==> src/rtl/car_sprite_plotter.sv <==
// Erase-then-draw pixel streamer for an 8x8 car sprite into the 160x120 VGA adapter.
// One output register stage aligns pixel coordinates with the synchronous ROM.
module car_sprite_plotter #(
    parameter int                  SB           = 3,
    parameter int                  COLOUR_W     = 3,
    parameter logic [COLOUR_W-1:0] ERASE_COLOUR = 3'b000,
    parameter int                  SCREEN_W     = 160,
    parameter int                  SCREEN_H     = 120
) (
    input  logic                Clock,
    input  logic                Reset,
    input  logic                Start,
    input  logic [7:0]          NewX,
    input  logic [6:0]          NewY,
    output logic                Busy,
    output logic                Done,
    output logic [2*SB-1:0]     RomAddr,
    input  logic [COLOUR_W-1:0] RomData,
    output logic [7:0]          VGA_X,
    output logic [6:0]          VGA_Y,
    output logic [COLOUR_W-1:0] Colour,
    output logic                Plot
);

    localparam int AW = 2 * SB;

    typedef enum logic [2:0] {
        S_IDLE,
        S_ERASE,
        S_DRAW,
        S_FLUSH,
        S_DONE
    } state_e;

    state_e          state_q, state_d;
    logic [AW-1:0]   cnt_q, cnt_d;
    logic [7:0]      cur_x_q, cur_x_d;
    logic [6:0]      cur_y_q, cur_y_d;
    logic [7:0]      old_x_q, old_x_d;
    logic [6:0]      old_y_q, old_y_d;
    logic            have_old_q, have_old_d;
    logic [7:0]      vga_x_q, vga_x_d;
    logic [6:0]      vga_y_q, vga_y_d;
    logic            plot_q, plot_d;
    logic            erase_q, erase_d;
    logic            draw_q, draw_d;

    logic [SB-1:0]   col;
    logic [SB-1:0]   row;
    logic [7:0]      base_x;
    logic [6:0]      base_y;
    logic [8:0]      px_x;
    logic [7:0]      px_y;
    logic            issue;
    logic            last;

    assign col    = cnt_q[SB-1:0];
    assign row    = cnt_q[AW-1:SB];
    assign last   = &cnt_q;
    assign issue  = (state_q == S_ERASE) || (state_q == S_DRAW);
    assign base_x = (state_q == S_ERASE) ? old_x_q : cur_x_q;
    assign base_y = (state_q == S_ERASE) ? old_y_q : cur_y_q;
    assign px_x   = {1'b0, base_x} + 9'(col);
    assign px_y   = {1'b0, base_y} + 8'(row);

    always_ff @(posedge Clock) begin
        if (Reset) begin
            state_q    <= S_IDLE;
            cnt_q      <= '0;
            cur_x_q    <= '0;
            cur_y_q    <= '0;
            old_x_q    <= '0;
            old_y_q    <= '0;
            have_old_q <= 1'b0;
            vga_x_q    <= '0;
            vga_y_q    <= '0;
            plot_q     <= 1'b0;
            erase_q    <= 1'b0;
            draw_q     <= 1'b0;
        end else begin
            state_q    <= state_d;
            cnt_q      <= cnt_d;
            cur_x_q    <= cur_x_d;
            cur_y_q    <= cur_y_d;
            old_x_q    <= old_x_d;
            old_y_q    <= old_y_d;
            have_old_q <= have_old_d;
            vga_x_q    <= vga_x_d;
            vga_y_q    <= vga_y_d;
            plot_q     <= plot_d;
            erase_q    <= erase_d;
            draw_q     <= draw_d;
        end
    end

    always_comb begin
        state_d    = state_q;
        cnt_d      = cnt_q;
        cur_x_d    = cur_x_q;
        cur_y_d    = cur_y_q;
        old_x_d    = old_x_q;
        old_y_d    = old_y_q;
        have_old_d = have_old_q;
        // Off-screen pixels still occupy their slot; only the strobe is dropped
        plot_d     = issue && (px_x < 9'(SCREEN_W)) && (px_y < 8'(SCREEN_H));
        vga_x_d    = issue ? px_x[7:0] : '0;
        vga_y_d    = issue ? px_y[6:0] : '0;
        erase_d    = (state_q == S_ERASE);
        draw_d     = (state_q == S_DRAW);

        unique case (state_q)
            S_IDLE: begin
                if (Start) begin
                    cur_x_d = NewX;
                    cur_y_d = NewY;
                    cnt_d   = '0;
                    state_d = have_old_q ? S_ERASE : S_DRAW;
                end
            end
            S_ERASE: begin
                cnt_d = cnt_q + 1'b1;
                if (last) state_d = S_DRAW;
            end
            S_DRAW: begin
                cnt_d = cnt_q + 1'b1;
                if (last) state_d = S_FLUSH;
            end
            S_FLUSH: begin
                state_d = S_DONE;
            end
            S_DONE: begin
                old_x_d    = cur_x_q;
                old_y_d    = cur_y_q;
                have_old_d = 1'b1;
                state_d    = S_IDLE;
            end
            default: begin
                state_d = S_IDLE;
            end
        endcase
    end

    assign RomAddr = cnt_q;
    assign Busy    = (state_q == S_ERASE) || (state_q == S_DRAW) ||
                     (state_q == S_FLUSH);
    assign Done    = (state_q == S_DONE);
    assign VGA_X   = vga_x_q;
    assign VGA_Y   = vga_y_q;
    assign Plot    = plot_q;
    // ROM word arrives in the same cycle as its registered coordinates
    assign Colour  = draw_q  ? RomData :
                     erase_q ? ERASE_COLOUR : '0;

endmodule

==> config.mk <==
export PLATFORM = sky130hd
export DESIGN_NAME = car_sprite_plotter
export DESIGN_NICKNAME = d
export VERILOG_FILES = /design/src/rtl/car_sprite_plotter.sv
export SDC_FILE = /design/constraint.sdc
export NUM_CORES = 1
export LEC_CHECK = 0
export BUFFER_PORTS_ARGS = -buffer_cell sky130_fd_sc_hd__buf_4
export CELL_PAD_IN_SITES_DETAIL_PLACEMENT = 1
export CELL_PAD_IN_SITES_GLOBAL_PLACEMENT = 1
export CORE_UTILIZATION = 37
export DETAILED_ROUTE_END_ITERATION = 10
export PLACE_DENSITY_LB_ADDON = 0.1
export SLEW_MARGIN = 20
export SYNTH_ARGS = -nofsm -noshare
export SYNTH_HDL_FRONTEND = slang
export SYNTH_SLANG_ARGS = --single-unit
==> constraint.sdc <==
create_clock -name Clock -period 2.4 [get_ports Clock]
set_input_delay 0.48 -clock Clock [delete_from_list [all_inputs] [get_ports Clock]]
set_output_delay 0.48 -clock Clock [all_outputs]
set_load 0.005 [all_outputs]
# After elaboration in Yosys (flattened, before gate mapping)
# Cells that the tools add are included.
op_classes:
  add_sub_neg: 3
  order_cmp: 2
  eq_ne: 7
  n_mux: 10
  bitwise_logic: 1
  n_reduce_logical: 12
op_table:
  columns: ["operator", "count"]
  rows:
  - ["$mux W3", 4]
  - ["$pmux W3 S4", 1]
  - ["$pmux W6 S2", 1]
  - ["$add A8 B3 Y9", 1]
  - ["$lt A9 B8 Y1 const B", 1]
  - ["$add A7 B3 Y8", 1]
  - ["$lt A8 B7 Y1 const B", 1]
  - ["$mux W8", 1]
  - ["$mux W7", 1]
  - ["$add A6 B1 Y6 const B", 1]
  - ["$eq A3 B2 Y1 const B", 2]
  - ["$mux W6", 1]
  - ["$reduce_and A6 Y1", 1]
  - ["$ne A2 B1 Y1 const B", 2]
  - ["$reduce_and A2 Y1", 2]
  - ["$reduce_or A2 Y1", 2]
  - ["$eq A3 B1 Y1 const B", 1]
  - ["$eq A3 B3 Y1 const B", 1]
  - ["$logic_not A3 Y1", 1]
  - ["$reduce_and A3 Y1", 1]
  - ["$logic_and A1 B1 Y1", 2]
  - ["$logic_or A1 B1 Y1", 2]
  - ["$mux W2", 1]
  - ["$ne A2 B2 Y1 const B", 1]
  - ["2 further kinds", 2]
word_totals:
  reg_bits: 57
  inputBits: 21
  out_inout_bits: 27

# Longest topological paths before layout
# Gate-level depths: netlist of run 1.
logic_depth:
  ltp_word: 6
  mapped_depth: 13
  mapped_depth_nobuf: 10

# Worst setup path after synthesis of run 1
# No wires, ideal clock.
synth_timing:
  path_type: "register to register"
  from: "register state_q[1]"
  to: "register plot_q (netlist: Plot)"
  setup_time_ns: 0.086
  arrival_ns: 2.548
  slack_ns: -0.234
  stages_incl_launch_ff: 14
  n_path_buf: 3
  period_less_slack_ns: 2.634
  path_cell_list: "dfxtp_1 buf_6 or3b_1 buf_6 buf_2 nand2_1 nand2_1 ha_1 fa_1 a21o_1 nand2_1 xor2_1 mux2i_1 a221oi_2"
synth_between:
  elab_chain_cells: 6
  elab_cells_between_ends: 11
  cone_classes: "add/sub (2); order compare (2); eq/ne (2); mux (2); reduce/logical (3)"
synth_lines:
  columns: ["item", "line_no", "text"]
  rows:
  - ["start, declared", "35", "state_e state_q, state_d;"]
  - ["start signal, assigned", "81", "state_q <= state_d;"]
  - ["$eq A3 B1 Y1", "60, 61, 62", null]
  - ["$mux W8", "61", "assign base_x = (state_q == S_ERASE) ? old_x_q : cur_x_q;"]
  - ["$add A8 B3 Y9", "63", "assign px_x = {1'b0, base_x} + 9'(col);"]
  - ["$lt A9 B8 Y1", "105", "plot_d = issue && (px_x < 9'(SCREEN_W)) && (px_y < 8'(SCREEN_H));"]
  - ["$logic_and A1 B1 Y1", "105", null]
  - ["$logic_and A1 B1 Y1 *", "105", null]
  - ["end signal, assigned", "90", "plot_q <= plot_d;"]
  - ["end, declared", "44", "logic plot_q, plot_d;"]
# Mark *: on every way between the ends. The rest lies on a longest branch, timed or not.
# A chain may end at the register's enable or synchronous reset.

# Worst setup path in the final report of run 1
layout_timing:
  from: "register state_q[0]"
  to: "register plot_q (netlist: Plot)"
# The elaborated chain is that of the path after synthesis.

==> flow_summary.ini, run 1 <==
[run_status]
status = finished, final reports clean

[clock_tree]
hold_buffers = 0
clk_latency_ns = 0.34
cts_sinks = 57
clk_pin_slew_ns = 0.07
htreeDepth = 3
tritoncts = yes
cts_buffers = 9
clockBufferDepth = 2
cts-root-buf = clkbuf_8

[min_path]
hp-class = input port to flop
worstHoldStart = NewY[1]

[yosys]
postSynthCellCount = 328
synth_most_common_cell = nand2_1
synth_seq_cells = 57
synth.yosys.warnings = 0
netlist_top_cells_area = dfxtp_1 42%, nand2_1 13%, a21oi_1 7.8%, ha_1 3.7%, mux2i_1 3.0%
synth_edf_count = 0
ys_seq_area_frac = 0.424
synthTopCellsByCount = 92 x nand2_1, 57 x dfxtp_1, 42 x a21oi_1
synth_area_leader_cell = dfxtp_1
synth_flop_cell = dfxtp_1
synth.distinct_cells = 41
synth_async_sr_flop_share = 0
syn_area_um2 = 2690
synthesis.nets = 359
syn-mean-instance-area_um2 = 8.21
netlist.area_leader.share = 0.424

[layout]
final-instance-count-excl-fill = 490
syn_to_final_growth_pct = 30.8
drive_gt1_frac = 0.269
final_area_um2 = 3520
n_fill_cell = 865
final_net_count = 420
num_antenna_cells = 0

[timing]
maxSlewViolCount = 0
setup_viol = 0
skew_ns = 0.00852
rsz0062_at_grt = yes
hold_viol = 0
maxSlewHeadroom = 0.531
fin_crit_ns = 2.38
finalCritPeriodShare = 0.993
tightest_slew_ns = 0.701
fin_hold_ws_ns = 0.386
fmax_ghz = 0.419

[global_route]
grt-ovfl-total = 0
grt_pass1_vias = 2389
grt_max_degree = 40
grt_pass1_wl_um = 12100
grtUsageTotal = 0.211
grt_antenna_before_repair = 0

[critical_path]
end_kind = flop
crit_slowest_cell = or3b_4
critPathLaunch = state_q[0]
crit_type = flop to flop
worstPathArrival_ns = 2.63
critPathMaxStageDelay_ns = 0.44
worst_ep_required_time_ns = 2.65
cp-start-kind = flop
cpMostUsedCell = nand2_2
worst-path-max-fanout = 7
crit_chain = or3b_4 > nand2_2 > nand2_2 > ha_4 > fa_2 > a21o_1 > nand2_1 > xor2_1 > mux2i_1 > a221oi_2
r2r_start = state_q[0]

[route]
drt_iter0_drc = 143
routedWlPerCell_um = 15.1
drc_errors = 0
vias = 2464
wl_met3_um = 188
wl_um = 7410
route.met2.wl_um = 3450
met1Wirelength_um = 3640
topRoutingLayerUsed = met4
routed_via_density = 5.03
antenna_left = 0
first_pass_iters = 4

[placed_design]
dp_hpwl_um = 5280
placed_area_um2 = 3220
dp_cells = 471
gp_congestion = 0.788
portBuffers = 47

[die]
ios = 48
num_rows = 30
core_um2 = 6910
start_util = 0.390
fp.dieArea_um2 = 7620
die_y_um = 87.3
chipWidth_um = 87.3

[run]
drv_cap = 0

[power_and_ir_drop]
ir_worst_vdd_uv = 336
power_density_nw_per_um2 = 659
p_leak_nw = 1.45
path summary, 6_finish.rpt:
path                     end  slack, ns  depth (start not counted)
hold reg to reg   old_y_q[0]       0.46                          2
hold / removal    cur_y_q[1]       0.39                          3
setup / recovery        Plot       0.02                         10
setup reg to reg        Plot       0.02                         10
sequential cells by signal, summed over array words and instances, names as in the netlist, 3 cells and up:
signal	count
state_q	3
cur_x_q	8
cur_y_q	7
old_x_q	8
old_y_q	7
VGA_Y	7
VGA_X	8
RomAddr	6
what timing repair did:
| action | 4_1_cts | 5_1_grt |
|---|---|---|
| endpoints found under the hold margin | 0 | 0 |
| resized for setup | 3 | 11 |
| gates cloned | 0 | 0 |
| endpoints found under the setup margin | 2 | 3 |
| setup buffers | 2 | 1 |
| pin swaps | 7 | 3 |
layout by cell type (no fill, tap or decap), types with 3 or more instances in the layout:
cell type	synthesis	final
nor2_1	21	21
xor2_1	7	7
nand2_2	0	3
buf_4	1	66
and2_1	11	10
nand3_1	13	13
inv_1	3	3
nor3_1	6	6
ha_1	8	6
a21oi_1	42	39
xnor2_1	8	8
dfxtp_1	57	56
nand2_1	92	89
clkinv_2	0	3
mux2i_1	8	8
nand4_1	3	3
clkbuf_8	0	9
stage by stage:
| stage | TNS, ns | utilization | power [mW] | worst slack, ns |
|---|---|---|---|---|
| after CTS | -0.00460 | 0.500 | 2.33 | -0.00460 |
| after global routing | -0.152 | 0.510 | 2.42 | -0.0995 |
| after detailed placement | -0.108 | 0.466 | 1.36 | -0.0777 |
| after floorplan | -0.153 | - | 1.22 | -0.0949 |
| after global placement | 0 | 0.466 | 1.35 | 0.0296 |
| final | 0 | 0.510 | 2.32 | 0.0161 |
report_power, final:
group	total, mW	switching (mW)	leakage, nW	internal, mW
logic	0.323	0.173	0.882	0.150
clock network	0.972	0.393	0.106	0.579
registers	1.02	0.0392	0.463	0.985
total	2.32	0.605	1.45	1.71
area by class of cell:
class	instances	area (um^2)	area share
clock buffers	10	128	0.0362
flip-flops and latches	57	1140	0.324
repair buffers	68	518	0.147
inverters	3	11.3	0.00320
multi-input cells	250	1520	0.431
clock inverters	6	82.6	0.0235
well taps	96	120	0.0341
per-layer routing:
metal  vias up  GRT usage
li1       1221          -
met1      1185      0.291
met2        46      0.330
met3        12     0.0256
met4         0     0.0894
met5         -          0
critical path, delay by kind of cell, from the launching register on:
| kind | cells | cell delay [ns] |
|---|---|---|
| mux | 1 | 0.14 |
| flops | 1 | 0.34 |
| fa+ha+maj | 2 | 0.51 |
| simple gates | 4 | 0.68 |
| xor+xnor | 1 | 0.16 |
| compound gates | 2 | 0.46 |
kinds of logic (layout without fill, tap and decap cells):
logic type | after synthesis | count (layout) | share of synthesized area
XOR/XNOR | 15 | 15 | 0.0488
buffers and inverters | 21 | 87 | 0.0423
adder cells (fa/ha/maj) | 10 | 10 | 0.0520
AND/OR/NAND/NOR | 160 | 160 | 0.267
AO/OA/AOI/OAI | 55 | 55 | 0.126
multiplexers | 10 | 10 | 0.0404
flip-flops | 57 | 57 | 0.424
(Power assumes the default switching activity.)
==> run 2, diff against run 1 <==
==> constraint.sdc (replaced) <==
create_clock -name Clock -period 2.4 [get_ports Clock]
set_input_delay 0.48 -clock Clock [delete_from_list [all_inputs] [get_ports Clock]]
set_output_delay 0.48 -clock Clock [all_outputs]
set_load 0.1 [all_outputs]
==> flow_summary.ini, run 2 (synthesized netlist as in run 1, its figures left out) <==
[clock_tree]
htreeDepth = 3
cts-root-buf = clkbuf_8
clockBufferDepth = 2
clk_latency_ns = 0.34
cts_sinks = 57
clk_pin_slew_ns = 0.07
hold_buffers = 0
tritoncts = yes
cts_buffers = 9

[timing]
fin_crit_ns = 2.44
fin_hold_ws_ns = 0.378
fmax_ghz = 0.409
finalCritPeriodShare = 1.02
tightest_slew_ns = 0.572
rsz0062_at_grt = yes
setup_viol = 1
maxSlewViolCount = 0
maxSlewHeadroom = 0.611
skew_ns = 0.00811
hold_viol = 0
finalWorstSetupSlack_ns = -0.0445

[run_status]
violations = setup timing
status = complete, but fails checks

[run]
drv_cap = 0

[min_path]
hp-class = input port to flop

[route]
routed_via_density = 5.02
drt_iter0_drc = 95
antenna_left = 0
drc_errors = 0
wl_um = 7670
vias = 2479
routedWlPerCell_um = 15.5
first_pass_iters = 4

[critical_path]
critPathMaxStageDelay_ns = 0.45
crit_slowest_cell = or3b_4
crit_chain = or3b_4 > nand2_1 > nand2_1 > ha_1 > fa_1 > a21oi_2 > and4bb_1 > a211oi_2 > a221oi_2
worst-path-max-fanout = 7
worstPathArrival_ns = 2.71
cpMostUsedCell = nand2_1
crit_type = flop to flop
cp-start-kind = flop
end_kind = flop
worst_ep_required_time_ns = 2.66

[layout]
drive_gt1_frac = 0.276
num_antenna_cells = 0
final_cell_mix = 90 x nand2_1, 70 x buf_4, 55 x dfxtp_1, 40 x a21oi_1, 21 x nor2_1
syn_to_final_growth_pct = 31.1
final_net_count = 425
final_common_cell = nand2_1

[die]
start_util = 0.390
fp.dieArea_um2 = 7620
chipWidth_um = 87.3
ios = 48
num_rows = 30
die_y_um = 87.3
core_um2 = 6910

[placed_design]
portBuffers = 47
gp_congestion = 0.811
dp_hpwl_um = 5220
post-place-ws_ns = -0.146

[global_route]
use_met2 = 0.344
met3_usage = 0.0464
grt.busiest_layer = met2
grt-ovfl-total = 0
grt_antenna_before_repair = 0
grt_max_degree = 40
grt_pass1_vias = 2382
grtUsageTotal = 0.213
grt_pass1_wl_um = 12000
met1_usage = 0.274

[power_and_ir_drop]
ir_worst_vdd_uv = 306
power_density_nw_per_um2 = 665
total_power_mw = 2.35
p_leak_nw = 1.47
## run 2: changes by cell type in the layout (fill, tap and decap cells not counted), sizes merged
cell    delta
bufinv     -2
buf        +5
clkinv     -2
clkbuf     +3
## run 2: report_power, final
group          internal (mW)  switching (mW)  leakage [nW]
Clock                  0.452           0.389        0.0915
Combinational          0.162           0.318         0.916
Sequential             0.985          0.0390         0.464
Total                   1.60           0.747          1.47
## run 2: worst paths after layout
| kind | startpoint | endpoint | slack, ns | cells past startpoint |
|---|---|---|---|---|
| hold reg to reg | old_x_q[7] | old_x_q[7] | 0.45 | 2 |
| hold / removal | NewY[2] | cur_y_q[2] | 0.38 | 3 |
| setup reg to reg | state_q[2] | Plot | -0.04 | 9 |
| setup / recovery | state_q[2] | Plot | -0.04 | 9 |
## run 2: layout make-up
class | count | area, um^2
fill | 866 | 3380
timing repair buffer | 73 | 568
tap | 96 | 120
clock inverter | 2 | 12.5
inverter | 3 | 11.3
clock buffer | 13 | 169
sequential | 57 | 1140
multi-input combinational | 250 | 1510
## run 2: through the flow
| stage | util | cells | area, um^2 | TNS, ns |
|---|---|---|---|---|
| 5_1_grt | 0.511 | 494 | 3530 | -0.196 |
| 3_5_place_dp | 0.469 | 472 | 3240 | -0.240 |
| 4_1_cts | 0.500 | 489 | 3450 | 0 |
| 6_report | 0.511 | 494 | 3530 | -0.0445 |
| 3_3_place_gp | 0.469 | 472 | 3240 | 0 |
| 2_1_floorplan | - | 328 | 2720 | -0.158 |
## run 2: layer usage
metal	share of wire	up-vias
met5	0	-
met4	0.014	0
met3	0.031	11
met2	0.48	47
met1	0.47	1195
li1	-	1226
## run 2: critical path: cells and delay by family, from the launching register on
kind	cells	cell delay, ns
flip-flops	1	0.33
AO/OA/AOI/OAI	3	0.53
AND/OR/NAND/NOR	4	0.86
adder cells (fa/ha/maj)	2	0.64
## run 2: what timing repair did
item                                    in CTS  in global routing
hold endpoints to repair                     0                  0
gates resized for setup                      4                  9
endpoints found under the setup margin       4                  5
pin swaps                                    3                 10
buffers inserted                             2                  5
